File: config.mk
export PLATFORM = sky130hd
export DESIGN_NAME = alu_execute_stage
export DESIGN_NICKNAME = d
export VERILOG_FILES = /design/src/rtl/alu_pkg.sv /design/src/rtl/alu_core.sv /design/src/rtl/alu_execute_stage.sv
export SDC_FILE = /design/constraint.sdc
export NUM_CORES = 1
export LEC_CHECK = 0
export CELL_PAD_IN_SITES_DETAIL_PLACEMENT = 2
export CELL_PAD_IN_SITES_GLOBAL_PLACEMENT = 2
export CORE_ASPECT_RATIO = 0.6
export CORE_MARGIN = 2
export CORE_UTILIZATION = 38
export CTS_BUF_LIST = sky130_fd_sc_hd__clkbuf_8
export DETAILED_ROUTE_END_ITERATION = 7
export PLACE_DENSITY_LB_ADDON = 0.1
export REMOVE_ABC_BUFFERS = 1
export SYNTH_ARGS = -nofsm -noshare
export SYNTH_HDL_FRONTEND = slang
export SYNTH_SLANG_ARGS = --single-unit
export TNS_END_PERCENT = 100
File: constraint.sdc
create_clock -name clk -period 8.5 [get_ports clk]
set_input_delay 1.275 -clock clk [delete_from_list [all_inputs] [get_ports clk]]
set_output_delay 1.275 -clock clk [all_outputs]
set_load 0.03 [all_outputs]
File: src/rtl/alu_pkg.sv
// Shared ALU definitions: ALUControl encodings used by the decoder and the execute stage.
package alu_pkg;

    localparam int ALU_WIDTH = 32;

    typedef enum logic [2:0] {
        ALU_ADD = 3'b000,
        ALU_SUB = 3'b001,
        ALU_AND = 3'b010,
        ALU_OR  = 3'b011,
        ALU_SLT = 3'b101
    } alu_ctrl_e;

endpackage

File: src/rtl/alu_core.sv
// Purely combinational ALU datapath: result, zero flag and illegal-code flag.
module alu_core
    import alu_pkg::*;
#(
    parameter int WIDTH = ALU_WIDTH
) (
    input  logic [2:0]       alu_control,
    input  logic [WIDTH-1:0] src_a,
    input  logic [WIDTH-1:0] src_b,
    output logic [WIDTH-1:0] result,
    output logic             zero,
    output logic             illegal
);

    logic w_slt;

    assign w_slt = $signed(src_a) < $signed(src_b);

    always_comb begin
        result  = '0;
        illegal = 1'b0;
        case (alu_control)
            ALU_ADD: result = src_a + src_b;
            ALU_SUB: result = src_a - src_b;
            ALU_AND: result = src_a & src_b;
            ALU_OR:  result = src_a | src_b;
            ALU_SLT: result = {{(WIDTH-1){1'b0}}, w_slt};
            // unsupported codes yield a zero result flagged illegal
            default: illegal = 1'b1;
        endcase
    end

    assign zero = (result == '0);

endmodule

File: src/rtl/alu_execute_stage.sv
// ALU execute stage: computes on accept and buffers results in a 2-entry FIFO
// with valid/ready handshakes on both sides.
module alu_execute_stage
    import alu_pkg::*;
#(
    parameter int WIDTH = ALU_WIDTH
) (
    input  logic             clk,
    input  logic             rst,
    input  logic             in_valid,
    output logic             in_ready,
    input  logic [2:0]       alu_control,
    input  logic [WIDTH-1:0] src_a,
    input  logic [WIDTH-1:0] src_b,
    input  logic             flush,
    output logic             out_valid,
    input  logic             out_ready,
    output logic [WIDTH-1:0] alu_result,
    output logic             zero,
    output logic             illegal
);

    logic [WIDTH-1:0] w_res;
    logic             w_zero;
    logic             w_ill;
    logic             w_push;
    logic             w_pop;

    logic [WIDTH-1:0] r_res [2];
    logic [1:0]       r_zero;
    logic [1:0]       r_ill;
    logic             r_wptr;
    logic             r_rptr;
    logic [1:0]       r_count;

    logic [WIDTH-1:0] r_hold_res;
    logic             r_hold_zero;
    logic             r_hold_ill;

    alu_core #(.WIDTH(WIDTH)) u_core (
        .alu_control (alu_control),
        .src_a       (src_a),
        .src_b       (src_b),
        .result      (w_res),
        .zero        (w_zero),
        .illegal     (w_ill)
    );

    assign in_ready  = (r_count != 2'd2);
    assign out_valid = (r_count != 2'd0);
    assign w_push    = in_valid && in_ready && !flush;
    assign w_pop     = out_valid && out_ready && !flush;

    always_ff @(posedge clk or posedge rst) begin
        if (rst) begin
            for (int i = 0; i < 2; i++) r_res[i] <= '0;
            r_zero  <= 2'b11;
            r_ill   <= 2'b00;
            r_wptr  <= 1'b0;
            r_rptr  <= 1'b0;
            r_count <= 2'd0;
        end else if (flush) begin
            r_wptr  <= 1'b0;
            r_rptr  <= 1'b0;
            r_count <= 2'd0;
        end else begin
            if (w_push) begin
                r_res[r_wptr]  <= w_res;
                r_zero[r_wptr] <= w_zero;
                r_ill[r_wptr]  <= w_ill;
                r_wptr         <= ~r_wptr;
            end
            if (w_pop) r_rptr <= ~r_rptr;
            r_count <= r_count + {1'b0, w_push} - {1'b0, w_pop};
        end
    end

    // Snapshot of the head as shown, so the outputs freeze once the buffer drains
    always_ff @(posedge clk or posedge rst) begin
        if (rst) begin
            r_hold_res  <= '0;
            r_hold_zero <= 1'b1;
            r_hold_ill  <= 1'b0;
        end else if (out_valid) begin
            r_hold_res  <= r_res[r_rptr];
            r_hold_zero <= r_zero[r_rptr];
            r_hold_ill  <= r_ill[r_rptr];
        end
    end

    assign alu_result = out_valid ? r_res[r_rptr]  : r_hold_res;
    assign zero       = out_valid ? r_zero[r_rptr] : r_hold_zero;
    assign illegal    = out_valid ? r_ill[r_rptr]  : r_hold_ill;

endmodule

# --- After elaboration in Yosys (flattened, before gate mapping) ---
# Index checks and enable logic that the tools add are counted.
classes:
  reduce_logical: 14
  n_mux: 24
  n_eq_ne: 5
  order_cmp: 7
  shifts: 0
  n_addsub: 4
  multipliers: 0
  n_bitwise: 7
  div_mod_pow: 0
ops:
  columns: ["cell", "n"]
  rows:
  - ["32-bit two-way mux", 5]
  - ["32-bit case mux with 5 select lines", 1]
  - ["64-bit bitwise mux", 1]
  - ["32-bit adder", 1]
  - ["32-bit bitwise AND", 1]
  - ["32-bit demux with 1-bit select", 1]
  - ["32-bit zero test", 1]
  - ["32-bit less-than comparator", 1]
  - ["32-bit bitwise OR", 1]
  - ["32-bit subtractor", 1]
  - ["1-bit two-way mux", 12]
  - ["3-bit by 2-bit equality test with 1-bit output (second input constant)", 2]
  - ["1-bit logical AND", 6]
  - ["2-bit nonzero test", 3]
  - ["5-bit OR reduction", 1]
  - ["2-bit bitwise mux", 2]
  - ["2-bit greater-or-equal comparator (second input constant)", 2]
  - ["1-bit by 2-bit less-than comparator with 1-bit output (second input constant)", 2]
  - ["1-bit NOT with 2-bit output", 2]
  - ["3-bit by 1-bit equality test with 1-bit output (second input constant)", 1]
  - ["3-bit equality test (second input constant)", 1]
  - ["3-bit zero test", 1]
  - ["1-bit NOT", 3]
  - ["2-bit by 1-bit adder with 2-bit output", 1]
  - ["8 further kinds", 8]
totals:
  mem_count: 0
  rom_bits: 0
  ram_bits: 0
  latchBits: 0
  regBits: 106
  output_inout_bits: 36
  in_bits: 72
  word_cells: 71

# --- Depth between registers and ports, before layout ---
# Gate-level depths: netlist of the first run.
depth:
  word_depth: 6
  depth_mapped: 13
  ltp_nobuf: 13

# --- By module ---
# Synthesis of the first run repeated with hierarchy kept, for this count alone.
hier_totals:
  hier_cells: 1154
  hier_area_um2: 9937.0
modules_own_cells:
  columns: ["module", "cells_per_inst", "area_per_inst_um2", "seq_area_each_um2", "n_inst"]
  rows:
  - ["alu_core", 835, 5574.1, 0.0, 1]
  - ["alu_execute_stage", 319, 4362.9, 2656.3, 1]

# --- Worst setup path after synthesis of the first run ---
# Ideal clock, no wire load.
synth_path:
  path_type: "input -> register"
  start: "in src_a[0]"
  end: "reg r_zero[0]"
  required_ns: 8.409
  cell_stages: 13
  setup_ns: 0.091
  arrival_time_ns: 4.006
  path_buffers: 0
  slack_ns: 4.404
  cell_sequence: "ha_1 > inv_1 > fa_1 > and2b_1 > o31ai_4 > a21o_4 > a2111oi_4 > o31ai_1 > o31ai_1 > xor2_1 > a221oi_1 > nand4b_1 > o31ai_1"
synth_via:
  elab_chain_len: 4
synth_rtl:
  columns: ["item", "line", "source"]
  rows:
  - ["start, declared", "alu_execute_stage.sv:13", "input logic [WIDTH-1:0] src_a,"]
  - ["32-bit subtractor (tied with other cells)", "alu_core.sv:24", "ALU_SUB: result = src_a - src_b;"]
  - ["32-bit case mux with 5 select lines (*)", "alu_core.sv:22", "case (alu_control)"]
  - ["32-bit zero test (*)", "alu_core.sv:33", "assign zero = (result == '0);"]
  - ["2-bit bitwise mux (*)", "alu_execute_stage.sv:69", "r_zero[r_wptr] <= w_zero;"]
  - ["end signal, assigned by index", "alu_execute_stage.sv:69", null]
  - ["end, declared", "alu_execute_stage.sv:30", "logic [1:0] r_zero;"]
# Every way passes the cells marked *; elsewhere a longest branch is shown, timed or not.
# A chain may end at the register's enable or synchronous reset.

# --- Final worst setup path of the first run ---
layout_path:
  start: "in src_a[11]"
  end: "reg r_zero[0]"
# Same word-level chain as after synthesis.

==> flow_summary.yaml, run 1 <==
status:
  outcome: "finished, final reports clean"
placement:
  place_ws_ns: 2.91
  dp_hpwl_um: 29700
  gp_congestion: 0.944
  port_buffers: 107
worst_setup_path:
  cp-start-kind: "input port"
  path_max_fanout: 13
  r2r_start: "r_count[1]$_DFF_PP0_"
  critical_path_arrival_ns: 5.52
  worstPathRequired_ns: 8.80
  cp-startpoint: "src_a[11]"
  worstSetupPathType: "input port to flop"
  end_kind: "flop"
hold_path:
  holdCritPathClass: "flop to flop"
  min_from: "r_res[45]$_DFFE_PP0P_"
synthesis:
  ys_ff_latch: 106
  synthTopCellsByArea: "dfrtp_1, ha_1, nand2_1"
  async_flop_share_pct: 100
  synth_area_leader_cell: "dfrtp_1"
  ys_types: 90
  synth_top_area_share_pct: 26.3
  syn_area_per_cell_um2: 7.97
  synth_edf_count: 0
  syn-instance-count: 1230
  yosys_warnings: 0
  syn_area_um2: 9800
  yosysSeqAreaShare_pct: 27.1
  synth_flop_cell: "dfrtp_1"
sta:
  rsz0062_at_grt: "no"
  tightest_slew_ns: 1.19
  drv_slew: 0
  max_clock_freq_ghz: 0.192
  clock-skew-final_ns: 0.0127
  slew_headroom_pct: 20.6
  finalCritPeriodShare_pct: 61.4
  finalSetupTns_ns: 0
  hold_viol_final: 0
  setup_violations: 0
  min_period_ns: 5.22
  fin_ws_ns: 3.28
floorplanning:
  die_y_um: 128
  initial_core_util_pct: 38.7
  core-area_um2: 25300
  pin_count: 108
  die_w_um: 211
  die-area_um2: 27100
  row_count: 45
clocking:
  hold_buffers: 0
  insertion_delay_ns: 0.39
  clkTransAtPathRegs_ns: 0.11
  numCtsBuffers: 9
  postCtsSetupRepairBufs: 0
  cts-root-buf: "clkbuf_8"
  ctsResizeCount: 0
  cts_tree: "yes"
  h-tree-depth: 3
  cts_sinks: 106
  clk_path_buf_depth: 2
global_route:
  grt_max_degree: 79
  grt_overflow: 0
  grt_pass1_vias: 9994
  grt_use_total_pct: 28.4
  grt_pass1_wl_um: 59800
  antenna_found_initial: 0
final_layout:
  nFillCells: 2885
  area_delta_synth_final_pct: 15.0
  nNetsFinal: 1464
  final_util_pct: 44.5
  num_antenna_cells: 0
  drive_above_1_share_pct: 7.26
  mostFrequentLayoutCell: "nand2_1"
  mostFrequentLayoutCells: "nand2_1, nor2_1, clkdlybuf4s50_1"
route:
  wl_um: 37900
  vias_per_cell: 5.94
  drt_iter0_markers: 979
  ant_nets: 0
  vias: 9646
  route.detailed.drc: 0
  wl_per_cell_um: 23.4
  dr.pass1.iters: 6
flow_run:
  max-cap-violations: 0
power:
  p_total_mw: 2.45
  vdd_drop_max_mv: 0.150
  p_leak_nw: 4.83
  powerDensity_nw_per_um2: 218
[area by class of cell]
cell class | instances | area, um^2 | area share, %
Clock inverter | 7 | 61.3 | 0.544
Tap cell | 329 | 412 | 3.65
Sequential cell | 106 | 2660 | 23.6
Inverter | 95 | 359 | 3.19
Multi-Input combinational cell | 957 | 6490 | 57.6
Timing Repair Buffer | 120 | 1160 | 10.3
Clock buffer | 9 | 124 | 1.10
[cells in the mapped netlist, drive strengths merged, types with 4 or more instances]
cell       n
a31oi     10
nand2b     9
nand2    156
xnor2      9
o32ai      4
dfrtp    103
a21oi    107
nor3      34
xor2       5
o31ai     18
o21a      12
clkbuf    45
a2111oi   11
o311a      6
o21bai     5
and3       8
a21o       7
mux2i     36
nand4     14
o211ai    15
buf       27
o21ai     96
a211oi    27
nand3     11
o2111ai    6
a311oi     4
or3        7
nor2b     20
mux2      16
or2        6
a211o      7
nor4      15
ha       101
o211a      4
nor2     118
inv       95
[per-stage QoR]
step	instances	cell area, um^2	hold WS, ns
after floorplan	1158	9500	0.445
after global placement	1607	11100	0.457
after detailed placement	1607	11100	0.466
after CTS	1623	11300	0.491
after global routing	1623	11300	0.525
final	1623	11300	0.488
[kinds of logic after synthesis]
| kind of cell | Yosys count | synth area share, % |
|---|---|---|
| mux | 53 | 5.75 |
| flops | 106 | 27.1 |
| buf+inv | 167 | 6.74 |
| compound gates | 370 | 26.0 |
| fa+ha+maj | 103 | 13.3 |
| simple gates | 417 | 19.9 |
| xor+xnor | 14 | 1.25 |
[sequential cells by signal (all words and copies together) (netlist names)]
register and cells:
r_hold_ill 1, r_res 64, r_rptr 1, r_zero 2
r_count 2, r_ill 2, r_wptr 1, r_hold_zero 1
r_hold_res 32
[path summary, 6_finish.rpt]
check | slack, ns | end | cells after the start
worst min-delay path | 0.49 | r_res[45]$_DFFE_PP0P_ | 2
max in group asynchronous | 5.96 | r_res[48]$_DFFE_PP0P_ | 3
min in group asynchronous | 1.21 | r_hold_res[29]$_DFF_PP0_ | 2
worst max-delay path | 3.28 | r_zero[0]$_DFFE_PP1P_ | 13
worst max register to register | 6.33 | r_zero[0]$_DFFE_PP1P_ | 7
worst min register to register | 0.49 | r_res[45]$_DFFE_PP0P_ | 2
[metal layers]
layer / vias up / track usage (%) / part of all wire, %
li1: 4471 / - / -
met1: 4885 / 43.7 / 51
met2: 273 / 42.9 / 42
met3: 17 / 3.73 / 6.3
met4: 0 / 4.35 / 0.73
met5: - / 0 / 0
[worst max-delay path, stage by stage]
cell and delay [ns]:
clkdlybuf4s50_1 0.52, inv_1 0.06, ha_1 0.58, nand2_1 0.21
a211o_1 0.32, a21o_4 0.21, a2111oi_4 0.44, o31ai_1 0.19
o31ai_1 0.33, xor2_1 0.14, a221oi_1 0.67, nand4b_1 0.25
o31ai_1 0.31
[power breakdown]
group / switching [mW] / total (mW) / internal, mW / leakage, nW
Sequential: 0.0931 / 0.799 / 0.706 / 1.32
Clock: 0.186 / 0.298 / 0.112 / 0.0884
Combinational: 0.860 / 1.36 / 0.497 / 3.42
No activity file was read; power rests on OpenSTA's default activity.
==> run 2, diff against run 1 <==
--- a/config.mk
+++ b/config.mk
@@ -9,7 +9,7 @@
 export CELL_PAD_IN_SITES_GLOBAL_PLACEMENT = 2
 export CORE_ASPECT_RATIO = 0.6
 export CORE_MARGIN = 2
-export CORE_UTILIZATION = 38
+export CORE_UTILIZATION = 35
 export CTS_BUF_LIST = sky130_fd_sc_hd__clkbuf_8
 export DETAILED_ROUTE_END_ITERATION = 7
 export PLACE_DENSITY_LB_ADDON = 0.1
==> constraint.sdc (replaced) <==
create_clock -name clk -period 5 [get_ports clk]
set_input_delay 0.75 -clock clk [delete_from_list [all_inputs] [get_ports clk]]
set_output_delay 0.75 -clock clk [all_outputs]
set_load 0.03 [all_outputs]
==> run 2 against run 1 <==
  * Sequential share of layout area is 0.46 points lower
  * First-iteration DRC count is 19% lower
  * Via count grew 0.12%
  * Critical path depth rose by 1
  * Largest power group unchanged
==> flow_summary.yaml, run 2 (synthesis gave the netlist of run 1 again) <==
status:
  outcome: "finished, final reports clean"
clocking:
  insertion_delay_ns: 0.37
  cts-root-buf: "clkbuf_8"
  numCtsBuffers: 9
  clkTransAtPathRegs_ns: 0.10
  clk_path_buf_depth: 2
  postCtsSetupRepairBufs: 0
  cts_sinks: 106
  ctsResizeCount: 0
  hold_buffers: 0
  cts_tree: "yes"
  h-tree-depth: 3
final_layout:
  num_antenna_cells: 0
  postLayoutCellArea_um2: 11500
  mostFrequentLayoutCell: "nand2_1"
  mostFrequentLayoutCells: "nand2_1, nor2_1, clkdlybuf4s50_1"
  nNetsFinal: 1484
  nFillCells: 3191
  area_delta_synth_final_pct: 17.2
  reg_top3: "r_res: 64 flops, r_hold_res: 32 flops"
  largest_reg_flops: 64
  drive_above_1_share_pct: 8.60
  largest-register: "r_res"
worst_setup_path:
  worstPathRequired_ns: 5.28
  timing.rr.end: "r_count[1]$_DFF_PP0_"
  r2r_start: "r_count[1]$_DFF_PP0_"
  cp-start-kind: "input port"
  worstSetupPathType: "input port to flop"
  path_max_fanout: 4
  rrSetupSlack_ns: 2.77
  end_kind: "flop"
  critical_path_arrival_ns: 4.80
  rr_worst_depth: 9
sta:
  fin_ws_ns: 0.481
  rsz0062_at_grt: "no"
  slew_headroom_pct: 26.8
  min_period_ns: 4.52
  max_clock_freq_ghz: 0.221
  tightest_slew_ns: 1.09
  finalCritPeriodShare_pct: 90.4
  drv_slew: 0
  hold_viol_final: 0
  setup_violations: 0
  finalSetupTns_ns: 0
  clock-skew-final_ns: 0.0113
placement:
  place_ws_ns: 0.159
  gp_congestion: 0.928
  port_buffers: 107
  dp_hpwl_um: 31500
  dpl-instance-area_um2: 11300
global_route:
  grt_pass1_vias: 10200
  antenna_found_initial: 0
  grt_max_degree: 82
  grt_use_total_pct: 27.0
  grt_overflow: 0
  grt_pass1_wl_um: 60700
route:
  vias_per_cell: 5.75
  met1Wirelength_um: 20400
  vias: 9658
  highest_layer: "met4"
  drt_iter0_markers: 797
  wl_met3_um: 2400
  route.detailed.drc: 0
  ant_nets: 0
  wl_per_cell_um: 23.4
  wl_um: 39300
  wl_met2_um: 16300
  dr.pass1.iters: 5
power:
  p_leak_nw: 4.94
  vdd_drop_max_mv: 0.299
  powerDensity_nw_per_um2: 370
flow_run:
  max-cap-violations: 0
floorplanning:
  initial_core_util_pct: 35.6
  core-area_um2: 27500
  pin_count: 108
  row_count: 47
  die_w_um: 220
  die_y_um: 134
  die-area_um2: 29400
hold_path:
  holdCritPathClass: "flop to flop"
  min_from: "r_res[34]$_DFFE_PP0P_"
  whs_path_depth: 2
  min_to: "r_res[34]$_DFFE_PP0P_"
[run 2: per-layer routing]
| metal | vias up | track usage [%] |
|---|---|---|
| met5 | - | 0 |
| met4 | 0 | 3.43 |
| met3 | 21 | 4.18 |
| met2 | 251 | 39.7 |
| met1 | 4879 | 42.2 |
| li1 | 4507 | - |
[run 2: per-stage QoR]
stage / cells / utilization, % / power [mW] / hold slack (ns)
2_1_floorplan: 1158 / - / 2.75 / 0.445
3_3_place_gp: 1665 / 41.0 / 3.61 / 0.457
3_5_place_dp: 1665 / 41.0 / 3.70 / 0.467
4_1_cts: 1681 / 41.7 / 4.26 / 0.495
5_1_grt: 1681 / 41.7 / 4.53 / 0.504
6_report: 1681 / 41.7 / 4.25 / 0.492
[run 2: where the power goes]
part / total (mW) / switching, mW / internal [mW]
clock: 0.539 / 0.294 / 0.245
sequential: 1.39 / 0.186 / 1.20
combinational: 2.32 / 1.46 / 0.863
total: 4.25 / 1.94 / 2.31
[run 2: worst max-delay path, stage by stage]
cell and delay (ns):
clkdlybuf4s50_1 0.52, ha_1 0.24, inv_1 0.09, fa_1 0.44, and2b_1 0.30, o31ai_4 0.11, a21o_4 0.24, a2111oi_4 0.43
o31ai_1 0.21, o31ai_1 0.34, xor2_1 0.11, a221oi_1 0.53, nand4b_1 0.22, o31ai_1 0.28
[run 2: worst max path at each step]
stage                  start               endpoint  slack (ns)  cells past startpoint
floorplan           src_a[0]  r_zero[0]$_DFFE_PP1P_        1.43                     13
global placement    src_b[0]  r_zero[0]$_DFFE_PP1P_        0.32                     14
detailed placement  src_b[0]  r_zero[0]$_DFFE_PP1P_        0.16                     14
CTS                 src_b[0]  r_zero[0]$_DFFE_PP1P_        0.54                     14
global route        src_b[0]  r_zero[0]$_DFFE_PP1P_        0.29                     14
finish              src_b[0]  r_zero[0]$_DFFE_PP1P_        0.48                     14
[run 2: area by class of cell]
class	instances	area, um^2	share of cell area, %
multi-input combinational	957	6480	56.4
clock buffer	10	138	1.20
sequential	106	2660	23.1
timing repair buffer	140	1330	11.5
tap	367	459	4.00
inverter	95	359	3.13
clock inverter	6	66.3	0.577
